### config.mk
export PLATFORM = sky130hd
export DESIGN_NAME = pipeline_risk_ctrl
export DESIGN_NICKNAME = d
export VERILOG_FILES = /design/src/rtl/pipeline_risk_ctrl_pkg.sv /design/src/rtl/pipeline_risk_ctrl_load_use_detect.sv /design/src/rtl/pipeline_risk_ctrl.sv
export SDC_FILE = /design/constraint.sdc
export NUM_CORES = 1
export LEC_CHECK = 0
export ABC_AREA = 1
export CAP_MARGIN = 10
export CORE_UTILIZATION = 38
export CTS_CLUSTER_SIZE = 24
export DETAILED_ROUTE_END_ITERATION = 16
export PLACE_DENSITY_LB_ADDON = 0.1
export SYNTH_ARGS = -nofsm -noshare
export SYNTH_HDL_FRONTEND = slang
export SYNTH_HIERARCHICAL = 1
export SYNTH_SLANG_ARGS = --single-unit
### constraint.sdc
create_clock -name i_clk -period 3.61 [get_ports i_clk]
set_clock_uncertainty 0.2 [all_clocks]
set_input_delay 0.722 -clock i_clk [delete_from_list [all_inputs] [get_ports i_clk]]
set_output_delay 0.722 -clock i_clk [all_outputs]
set_load 0.005 [all_outputs]
### src/rtl/pipeline_risk_ctrl_pkg.sv
// Shared types and constants for the pipeline hazard/flush/halt controller.
package pipeline_risk_ctrl_pkg;

  localparam int         DRAIN_CYCLES = 3;
  localparam int         DRAIN_W      = 2;
  localparam logic [4:0] ZERO_REG     = 5'd0;
  localparam int         CNT_W        = 16;

  typedef enum logic [1:0] {
    S_RUN       = 2'd0,
    S_STEP_WAIT = 2'd1,
    S_DRAIN     = 2'd2,
    S_HALTED    = 2'd3
  } state_t;

  // Event counters stick at all-ones instead of wrapping.
  function automatic logic [CNT_W-1:0] sat_inc(input logic [CNT_W-1:0] v);
    return (&v) ? v : v + 1'b1;
  endfunction

endpackage

### src/rtl/pipeline_risk_ctrl_load_use_detect.sv
// Load-use hazard compare: a load in EX writes a register the ID instruction reads.
module load_use_detect
  import pipeline_risk_ctrl_pkg::*;
(
  input  logic       i_ex_mem_read,
  input  logic [4:0] i_ex_rt,
  input  logic [4:0] i_id_rs,
  input  logic [4:0] i_id_rt,
  output logic       o_hit
);

  // Register zero is hardwired, so a load targeting it never creates a dependency.
  assign o_hit = i_ex_mem_read && (i_ex_rt != ZERO_REG) &&
                 ((i_ex_rt == i_id_rs) || (i_ex_rt == i_id_rt));

endmodule

### src/rtl/pipeline_risk_ctrl.sv
// Pipeline hazard controller: load-use stall, branch/jump flush, halt drain and debug single-step.
module pipeline_risk_ctrl
  import pipeline_risk_ctrl_pkg::*;
(
  input  logic             i_clk,
  input  logic             i_reset,
  input  logic [4:0]       i_id_rs,
  input  logic [4:0]       i_id_rt,
  input  logic             i_ex_mem_read,
  input  logic [4:0]       i_ex_rt,
  input  logic             i_ex_branch_taken,
  input  logic             i_id_jump,
  input  logic             i_id_halt,
  input  logic             i_debug_mode,
  input  logic             i_debug_step,
  output logic             o_risk,
  output logic             o_pc_write,
  output logic             o_if_id_write,
  output logic             o_if_id_flush,
  output logic             o_pipe_en,
  output logic             o_halted,
  output logic [CNT_W-1:0] o_stall_cnt,
  output logic [CNT_W-1:0] o_flush_cnt,
  output state_t           o_dbg_state
);

  state_t             state;
  logic [DRAIN_W-1:0] drain_cnt;
  logic               step_q;
  logic               step_rise;
  logic               active;
  logic               load_use;
  logic               stall_ev;
  logic               flush_ev;
  logic               halt_ev;

  load_use_detect u_load_use_detect (
    .i_ex_mem_read (i_ex_mem_read),
    .i_ex_rt       (i_ex_rt),
    .i_id_rs       (i_id_rs),
    .i_id_rt       (i_id_rt),
    .o_hit         (load_use)
  );

  // A held step request only counts on its rising edge.
  assign step_rise = i_debug_step && !step_q;
  assign active    = (state == S_RUN) || ((state == S_STEP_WAIT) && step_rise);

  always_comb begin
    o_risk        = 1'b0;
    o_pc_write    = 1'b0;
    o_if_id_write = 1'b0;
    o_if_id_flush = 1'b0;
    o_pipe_en     = 1'b0;
    o_halted      = 1'b0;
    stall_ev      = 1'b0;
    flush_ev      = 1'b0;
    halt_ev       = 1'b0;
    if (i_reset) begin
      o_risk = 1'b1;
    end else begin
      case (state)
        S_RUN, S_STEP_WAIT: begin
          if (active) begin
            if (i_ex_branch_taken) begin
              o_risk        = 1'b1;
              o_pc_write    = 1'b1;
              o_if_id_write = 1'b1;
              o_if_id_flush = 1'b1;
              o_pipe_en     = 1'b1;
              flush_ev      = 1'b1;
            end else if (load_use) begin
              o_risk    = 1'b1;
              o_pipe_en = 1'b1;
              stall_ev  = 1'b1;
            end else begin
              o_pc_write    = 1'b1;
              o_if_id_write = 1'b1;
              o_pipe_en     = 1'b1;
              o_if_id_flush = i_id_jump;
              flush_ev      = i_id_jump;
              halt_ev       = i_id_halt;
            end
          end
        end
        // Front end frozen, bubbles pushed so older instructions retire.
        S_DRAIN: begin
          o_risk    = 1'b1;
          o_pipe_en = 1'b1;
        end
        S_HALTED: begin
          o_risk   = 1'b1;
          o_halted = 1'b1;
        end
        default: ;
      endcase
    end
  end

  always_ff @(posedge i_clk) begin
    if (i_reset) begin
      state       <= S_RUN;
      drain_cnt   <= '0;
      step_q      <= 1'b0;
      o_stall_cnt <= '0;
      o_flush_cnt <= '0;
    end else begin
      step_q <= i_debug_step;
      if (stall_ev) o_stall_cnt <= sat_inc(o_stall_cnt);
      if (flush_ev) o_flush_cnt <= sat_inc(o_flush_cnt);
      case (state)
        S_RUN, S_STEP_WAIT: begin
          if (halt_ev) begin
            state     <= S_DRAIN;
            drain_cnt <= DRAIN_W'(DRAIN_CYCLES);
          end else if ((state == S_RUN) && i_debug_mode) begin
            state <= S_STEP_WAIT;
          end else if ((state == S_STEP_WAIT) && !i_debug_mode) begin
            state <= S_RUN;
          end
        end
        S_DRAIN: begin
          if (drain_cnt != '0) drain_cnt <= drain_cnt - 1'b1;
          if (drain_cnt <= DRAIN_W'(1)) state <= S_HALTED;
        end
        S_HALTED: ;
        default: state <= S_RUN;
      endcase
    end
  end

  assign o_dbg_state = state;

endmodule

==> impl_metrics.yaml, run 1 <==
place:
  dp_cells: 536
  hpwl_um: 4510
  io_buffers: 62
  detailedPlace.worstSlack_ns: 0.0840
  gp_congestion: 0.829
synth:
  yosysUniqueCellTypes: 28
  netlist_instances: 402
  syn_area_um2: 2490
  synth_flop_cell: "dfxtp_1"
  ys_ff_latch: 37
  async_flop_share: 0
  syn_area_per_cell_um2: 6.20
  synth_edf_count: 0
  yosysWarnings: 6
  synth-seq-area-share: 0.297
  synth_nets: 429
routing:
  wl_met1_um: 2880
  postRouteAntennaNets: 0
  met3_length_um: 289
  drt_first_pass_iters: 4
  routedWlPerCell_um: 10.8
  drtIter0Drc: 84
  via_count: 2598
  viasPerCell: 4.77
  drc: 0
  met2RoutedLength_um: 2680
  routed_wirelength_um: 5910
  top_layer: "met4"
timing:
  final-max-slew-violation-count: 0
  fin_crit_sh: 0.953
  grt_setup_unrepaired: "false"
  fmax_mhz: 291
  worst_pin_slew_ns: 0.625
  fin_ws_ns: 0.168
  whs_ns: 0.304
  setup_viol_count_final: 0
  hold_violations: 0
  fin_crit_ns: 3.44
  maxSlewHeadroom: 0.583
  fin_tns_setup_ns: 0
floorplan:
  die_w_um: 83.0
  row_count: 29
  die-area_um2: 6880
  core_area_um2: 6350
  initial_core_util: 0.392
  ios: 63
  die_y_um: 83.0
worst_setup_path:
  critical_path_arrival_ns: 2.52
  slowest_stage: "clkdlybuf4s50_1"
  cp_cell_sequence: "clkdlybuf4s50_1 > inv_1 > nand2_1 > nand2_1 > nor2_1 > nand3_1 > a21oi_2 > nand2_2 > nand3_2 > inv_1 > clkdlybuf4s50_1"
  end_kind: "output port"
  cp_max_fo: 4
  critPathKind: "input port to output port"
  crit_path_max_incr_delay_ns: 0.49
  crit_family: "buffers and inverters"
  r2r_cells: 7
  worstPathRequired_ns: 2.69
  r2r-start: "o_stall_cnt[0]$_SDFFE_PP0P_"
  r2r_end: "o_stall_cnt[8]$_SDFFE_PP0P_"
  crit_buf_inv: 4
  rrSetupSlack_ns: 1.43
  startpoint_type: "input port"
worst_hold_path:
  hold_path.class: "flip-flop to flip-flop"
  min_from: "o_stall_cnt[3]$_SDFFE_PP0P_"
  min_to: "o_stall_cnt[3]$_SDFFE_PP0P_"
  worstHoldPathCells: 2
clock_network:
  cts.htree.levels: 2
  cts.sinks: 37
  clock_path_buffers: 2
  clockRootBuffer: "clkbuf_8"
  clk_latency_ns: 0.29
  hold_buffers: 0
  cts_tree: "done"
  cts_made_buffers: 5
  path_clk_slew_ns: 0.08
power:
  leakagePower_nw: 1.26
  powerDensity_nw_per_um2: 268
  max-vdd-ir-drop_mv: 0.152
cells_and_area:
  nets: 494
  drive_above_1_share: 0.0940
  layout_commonest_cell: "nand2_1"
  area_delta_synth_final_pct: 31.3
  antenna_cells: 0
  final_cells: 545
  layout_common_cells: "nand2_1, clkdlybuf4s50_1, nor2_1"
  final_core_util: 0.515
global_routing:
  grt_pass1_wl_um: 10200
  antenna_found_initial: 0
  grt_use_total: 0.178
  grt_overflow: 0
  grt_max_degree: 24
  grt_pass1_vias: 2334
run:
  drv_cap: 0
run_status:
  status: "finished clean"
-- worst max-delay path by stage --
stage / start / slack (ns) / end / cells after the start
after floorplan: i_id_rs[2] / 1.13 / o_pc_write / 10
after global placement: i_ex_rt[4] / 0.11 / o_if_id_flush / 11
after detailed placement: i_ex_rt[1] / 0.08 / o_if_id_flush / 11
after CTS: i_ex_rt[1] / 0.08 / o_if_id_flush / 11
after global routing: i_ex_rt[1] / 0.03 / o_if_id_write / 11
final: i_ex_rt[1] / 0.17 / o_if_id_write / 11
-- metal layers --
metal	vias to the layer above	GRT usage
met5	-	0
met4	0	0.0517
met3	6	0.0457
met2	59	0.291
met1	1146	0.230
li1	1387	-
-- synth_stat cells, types with 2 or more instances --
master    number  area, um^2
buf_4          2        15.0
dfxtp_1       37         741
ha_1           4        50.1
nor2_1        54         203
nand4_1       10        62.6
nor2_2         3        18.8
nand3_1       21         105
inv_1         41         154
a21oi_1       21         105
nand2_2        5        31.3
nand2_1      145         544
o21ai_0       10        50.1
clkbuf_1       3        11.3
inv_2          5        18.8
xor2_1         6        52.6
buf_6          4        45.0
nor2_4         2        22.5
xnor2_1       10        87.6
a21oi_2       10        87.6
-- logic make-up (layout without fill, tap and decap cells) --
kind of cell | count (synthesis) | count (layout) | share of synthesized area
AOI/OAI and AO/OA | 44 | 44 | 0.107
xor gates and xnor gates | 16 | 16 | 0.0563
adders and majority gates | 4 | 4 | 0.0201
buffers and inverters | 55 | 121 | 0.0979
DFF | 37 | 37 | 0.297
and+or+nand+nor | 246 | 246 | 0.421
-- what timing repair did --
item / in CTS / in global routing
setup buffers: 0 / 1
endpoints found under the setup margin: 0 / 3
gates resized for setup: 0 / 5
endpoints found under the hold margin: 0 / 0
-- power by group --
group / switching (mW) / internal (mW) / total (mW) / leakage [nW]
logic: 0.0820 / 0.0797 / 0.162 / 0.917
clock network: 0.151 / 0.134 / 0.285 / 0.0450
registers: 0.0121 / 0.418 / 0.430 / 0.299
total: 0.245 / 0.631 / 0.876 / 1.26
-- through the flow --
stage	total power, mW	cell area [um^2]
after floorplan	0.532	2490
after global placement	0.600	3170
after detailed placement	0.602	3170
after CTS	0.891	3250
after global routing	0.927	3270
final	0.876	3270
-- sequential cells by signal, indices dropped and copies added (netlist names) --
register	count
drain_cnt	2
o_stall_cnt	16
o_dbg_state	2
o_flush_cnt	16
step_q	1
-- area by class of cell --
cell class | count | area [um^2]
timing repair buffer | 67 | 663
fill | 667 | 3080
clock inverter | 2 | 10.0
multi-input combinational | 310 | 1520
sequential | 37 | 741
clock buffer | 6 | 72.6
inverter | 46 | 173
tap | 77 | 96.3
-- worst register-to-register path, delay by kind of cell, from the launching register on --
kind	cells	cell delay, ns
fa+ha+maj	1	0.30
flops	1	0.45
compound gates	2	0.69
buf+inv	1	0.10
simple gates	3	0.37
Power figures use the tool's default switching activity.
==> run 2: changes to the inputs <==
CORE_MARGIN = 3   (was unset)
CTS_CLUSTER_DIAMETER = 200   (was unset)
==> run 2 against run 1 <==
Combinational power hardly changed. First-iteration DRC count down 15%. Via count grew 0.73%. Wire length grew 5.7%. Flip-flop and latch count did not move. Non-clock buffer count unchanged. Critical path type unchanged. Largest cell class unchanged. Largest power group unchanged. Highest routed layer unchanged.
==> impl_metrics.yaml, run 2 (same netlist as run 1, synthesis figures left out) <==
run_status:
  status: "finished clean"
run:
  drv_cap: 0
cells_and_area:
  drive_above_1_share: 0.0919
  nets: 494
  fillers: 614
  final_core_util: 0.535
  layout_commonest_cell: "nand2_1"
  reg_top3: "o_flush_cnt: 16 flops, o_stall_cnt: 16 flops"
  area_delta_synth_final_pct: 31.7
  layout_common_cells: "nand2_1, clkdlybuf4s50_1, nor2_1"
  antenna_cells: 0
worst_hold_path:
  min_from: "drain_cnt[0]$_SDFFE_PP0P_"
  worstHoldPathCells: 2
  hold_path.class: "flip-flop to flip-flop"
  min_to: "drain_cnt[0]$_SDFFE_PP0P_"
worst_setup_path:
  r2r_cells: 7
  worstPathRequired_ns: 2.69
  crit_path_max_incr_delay_ns: 0.55
  slowest_stage: "clkdlybuf4s50_1"
  rrSetupSlack_ns: 1.37
  critPathKind: "input port to output port"
  startpoint_type: "input port"
  end_kind: "output port"
  cp_cell_sequence: "clkdlybuf4s50_1 > inv_2 > nand2_1 > nand2_1 > nor2_1 > nand3_1 > a21oi_2 > nand2_2 > nand3_1 > inv_1 > clkdlybuf4s50_1"
  cp_max_fo: 4
  critical_path_arrival_ns: 2.56
  r2r_end: "o_stall_cnt[10]$_SDFFE_PP0P_"
  r2r-start: "o_stall_cnt[0]$_SDFFE_PP0P_"
clock_network:
  clock_path_buffers: 2
  clk_latency_ns: 0.29
  cts_tree: "done"
  cts_made_buffers: 5
  cts.sinks: 37
  clockRootBuffer: "clkbuf_8"
  cts.htree.levels: 2
  hold_buffers: 0
  path_clk_slew_ns: 0.07
floorplan:
  die_y_um: 87.0
  die_w_um: 87.0
  row_count: 28
  ios: 63
  core_area_um2: 6130
  die-area_um2: 7560
  initial_core_util: 0.406
place:
  io_buffers: 62
  hpwl_um: 4790
  gp_congestion: 0.840
routing:
  via_count: 2617
  viasPerCell: 4.82
  routedWlPerCell_um: 11.5
  drt_first_pass_iters: 7
  postRouteAntennaNets: 0
  drc: 0
  routed_wirelength_um: 6250
  drtIter0Drc: 71
global_routing:
  grt_use_total: 0.172
  antenna_found_initial: 0
  grt_pass1_vias: 2413
  grt_pass1_wl_um: 10600
  grt_max_degree: 20
  grt_overflow: 0
timing:
  worst_pin_slew_ns: 0.684
  hold_violations: 0
  maxSlewHeadroom: 0.544
  final-max-slew-violation-count: 0
  fin_crit_sh: 0.964
  setup_viol_count_final: 0
  fin_crit_ns: 3.48
  fmax_mhz: 287
power:
  max-vdd-ir-drop_mv: 0.126
  leakagePower_nw: 1.27
  power_mw: 0.925
  powerDensity_nw_per_um2: 282
## run 2: per-layer routing
| metal | vias up | track usage | wire length [um] |
|---|---|---|---|
| met5 | - | 0 | 0 |
| met4 | 0 | 0.0467 | 70 |
| met3 | 6 | 0.0492 | 418 |
| met2 | 62 | 0.288 | 2820 |
| met1 | 1158 | 0.214 | 2940 |
| li1 | 1391 | - | - |
## run 2: worst max-delay path, delay by kind of cell
family | cells | cell delay, ns
buf+inv | 4 | 1.13
simple gates | 6 | 0.49
compound gates | 1 | 0.23
## run 2: layout make-up
type                            count  area (um^2)  area share
Tap cell                           75         93.8      0.0286
Multi-Input combinational cell    310         1510       0.460
Timing Repair Buffer               67          663       0.202
Sequential cell                    37          741       0.226
Clock buffer                        7         96.3      0.0294
Clock inverter                      1         5.00     0.00153
Inverter                           46          173      0.0526
## run 2: worst max path at each step
stage	startpoint	to	slack [ns]	cells after the start
2_1_floorplan	i_id_rs[2]	o_pc_write	1.13	10
3_3_place_gp	i_ex_rt[4]	o_if_id_flush	0.12	11
3_5_place_dp	i_ex_rt[1]	o_if_id_flush	0.1	11
4_1_cts	i_ex_rt[1]	o_if_id_flush	0.1	11
5_1_grt	i_ex_rt[2]	o_pc_write	-0.02	11
6_report	i_ex_rt[4]	o_pc_write	0.13	11
## run 2: power by group
| group | switching (mW) | internal, mW | leakage, nW |
|---|---|---|---|
| Sequential | 0.0122 | 0.418 | 0.299 |
| Clock | 0.158 | 0.173 | 0.0542 |
| Combinational | 0.0840 | 0.0798 | 0.915 |
## run 2: timing repair
item,CTS,global route
endpoints found under the setup margin,0,3
resized for setup,0,3
buffers inserted,0,0
## run 2: metrics by stage
stage / cell area, um^2 / instances / setup slack (ns) / setup TNS [ns] / hold slack, ns
4_1_cts: 3270 / 543 / 0.0966 / 0 / 0.315
3_3_place_gp: 3170 / 535 / 0.121 / 0 / 0.281
6_report: 3280 / 543 / 0.131 / 0 / 0.316
3_5_place_dp: 3170 / 535 / 0.0969 / 0 / 0.303
2_1_floorplan: 2490 / 402 / 1.13 / 0 / 0.274
5_1_grt: 3280 / 543 / -0.0187 / -0.0275 / 0.344
==> RTL edit (settings of run 1) <==
Register the input `i_debug_mode` before use, cleared by the reset. The logic sees it one clock later. The other inputs are not delayed to match.
--- a/src/rtl/pipeline_risk_ctrl.sv
+++ b/src/rtl/pipeline_risk_ctrl.sv
@@ -24,4 +24,14 @@
   output state_t           o_dbg_state
 );
+
+  logic i_debug_mode_q;
+
+  always_ff @(posedge i_clk) begin
+    if (i_reset) begin
+      i_debug_mode_q <= '0;
+    end else begin
+      i_debug_mode_q <= i_debug_mode;
+    end
+  end
 
   state_t             state;
@@ -114,7 +124,7 @@
             state     <= S_DRAIN;
             drain_cnt <= DRAIN_W'(DRAIN_CYCLES);
-          end else if ((state == S_RUN) && i_debug_mode) begin
+          end else if ((state == S_RUN) && i_debug_mode_q) begin
             state <= S_STEP_WAIT;
-          end else if ((state == S_STEP_WAIT) && !i_debug_mode) begin
+          end else if ((state == S_STEP_WAIT) && !i_debug_mode_q) begin
             state <= S_RUN;
           end
Function: changed (a bounded check fails within 4 cycles, from zero or initial values and one cycle with i_reset high).
==> RTL edit against run 1 <==
  * The run now ends with DRC left
  * Setup slack lost 0.0014 ns
  * Count of clock-buffer cells in the layout is the same
  * Total power grew 21%
  * Sequential cell count is 1 higher
  * Routed wire length increased by 1.6%
  * Core utilization up 0.94 points
  * Cell count up 1.1%
  * Synthesized area is 2.8% higher
  * Design area rose by 3.0%
  * Critical path type unchanged
==> RTL edit: results (changes against run 1) <==
met1 usage = 24.33% (was 22.99%)
DRT met1 WL = 2990 um (was 2875 um)
r2r worst-path depth = 9 (was 7)
DRC violations left = 6 (was 0)
fin cells = 551 (was 545)
met2 Track Usage GR = 28.76% (was 29.06%)
Period minus WS final = 3.443 ns (was 3.442 ns)
Hold WS = 0.3148 ns (was 0.3043 ns)
dominant cells by area after synthesis = dfxtp_1, nand2_1, nor2_1 (unchanged)
Seq power = 442 uW (was 430 uW)
Initial DRT Pass Iterations = 10 (was 4)
M3 GR Usage = 3.759% (was 4.573%)
Peak VDD IR = 0.1668 mV (was 0.1521 mV)
routability congestion estimate = 0.8607 (was 0.8292)
final instance area = 3369 sq um (was 3272 sq um)
pre-CTS WS = 0.1680 ns (was 0.08399 ns)
total number of vias = 2,588 (was 2,598)
outcome = finished with violations (was finished clean)
Power Internal = 804.8 uW (was 631.3 uW)
reg2reg setup slack = 1.66 ns (was 1.43 ns)
worst slew pin tran = 0.4865 ns (was 0.6254 ns)
clock power share = 43.0% (was 32.5%)
Avg Inst Size Synth = 6.262 sq um (was 6.197 sq um)
met2 WL = 2709 um (was 2679 um)
DP Area = 3217 sq um (was 3167 sq um)
top cells by count, synth = nand2_1, nor2_1, inv_1, dfxtp_1, a21oi_1 (was nand2_1, nor2_1, inv_1, dfxtp_1)
first-pass GRT wire length = 10,410 um (was 10,190 um)
layout cells sized above 1 = 10.97% (was 9.402%)
WL met3 = 240 um (was 289 um)
Fillers = 659 (was 667)
dpl cells = 542 (was 536)
failing checks = DRC
nets@finish = 500 (was 494)
largest net degree at the start of global routing = 21 (was 24)
Synthesized Nets = 436 (was 429)
RR Endpoint = o_stall_cnt[10] (was o_stall_cnt[8])
Leakage = 1.306 nW (was 1.261 nW)
gr usage total = 18.00% (was 17.77%)
Max FO, Critical Path = 3 (was 4)
vias in the first global route = 2,300 (was 2,334)
CP Capture Point = o_if_id_flush (was o_if_id_write)
[RTL edit: cell families after synthesis]
family	count (synthesis)	share of synthesized area, %
xor gates and xnor gates	15	5.129
buffers and inverters	58	10.80
and+or+nand+nor	251	42.21
adders and majority gates	4	1.954
DFF	38	29.70
AOI/OAI and AO/OA	43	10.21
[RTL edit: how the worst min path moves through the flow]
stage,depth (start not counted),end,startpoint
after floorplan,2,drain_cnt[0],drain_cnt[0]
after global placement,2,o_stall_cnt[3],o_stall_cnt[3]
after detailed placement,2,o_stall_cnt[3],o_stall_cnt[3]
after CTS,2,drain_cnt[0],drain_cnt[0]
after global routing,2,drain_cnt[1],drain_cnt[1]
final,2,o_flush_cnt[3],o_flush_cnt[3]
[RTL edit: area by class of cell]
cell class / count / share of cell area [%]
Multi-Input combinational cell: 313 / 45.23
Sequential cell: 38 / 22.58
Timing Repair Buffer: 67 / 19.61
Inverter: 48 / 5.496
Tap cell: 77 / 2.859
Clock buffer: 6 / 2.451
Clock inverter: 2 / 1.782
[RTL edit: timing repair]
item                                    4_1_cts  5_1_grt
endpoints found under the hold margin         0        0
endpoints found under the setup margin        0        1
gates resized for setup                       0        1
setup buffers                                 0        1
[RTL edit: stage by stage]
step | power (mW) | setup TNS [ns]
after global placement | 0.6121 | 0
final | 1.060 | 0
after global routing | 1.113 | -0.0004672
after detailed placement | 0.6138 | 0
after floorplan | 0.5460 | 0
after CTS | 1.071 | 0
[RTL edit: critical path: stages]
cell	delay, ns
clkdlybuf4s50_1	0.50
inv_1	0.08
nand2_1	0.06
nand2_1	0.04
nor2_1	0.10
nand3_1	0.09
a21oi_2	0.19
nand2_1	0.10
nand4_1	0.12
inv_1	0.07
clkdlybuf4s50_1	0.44
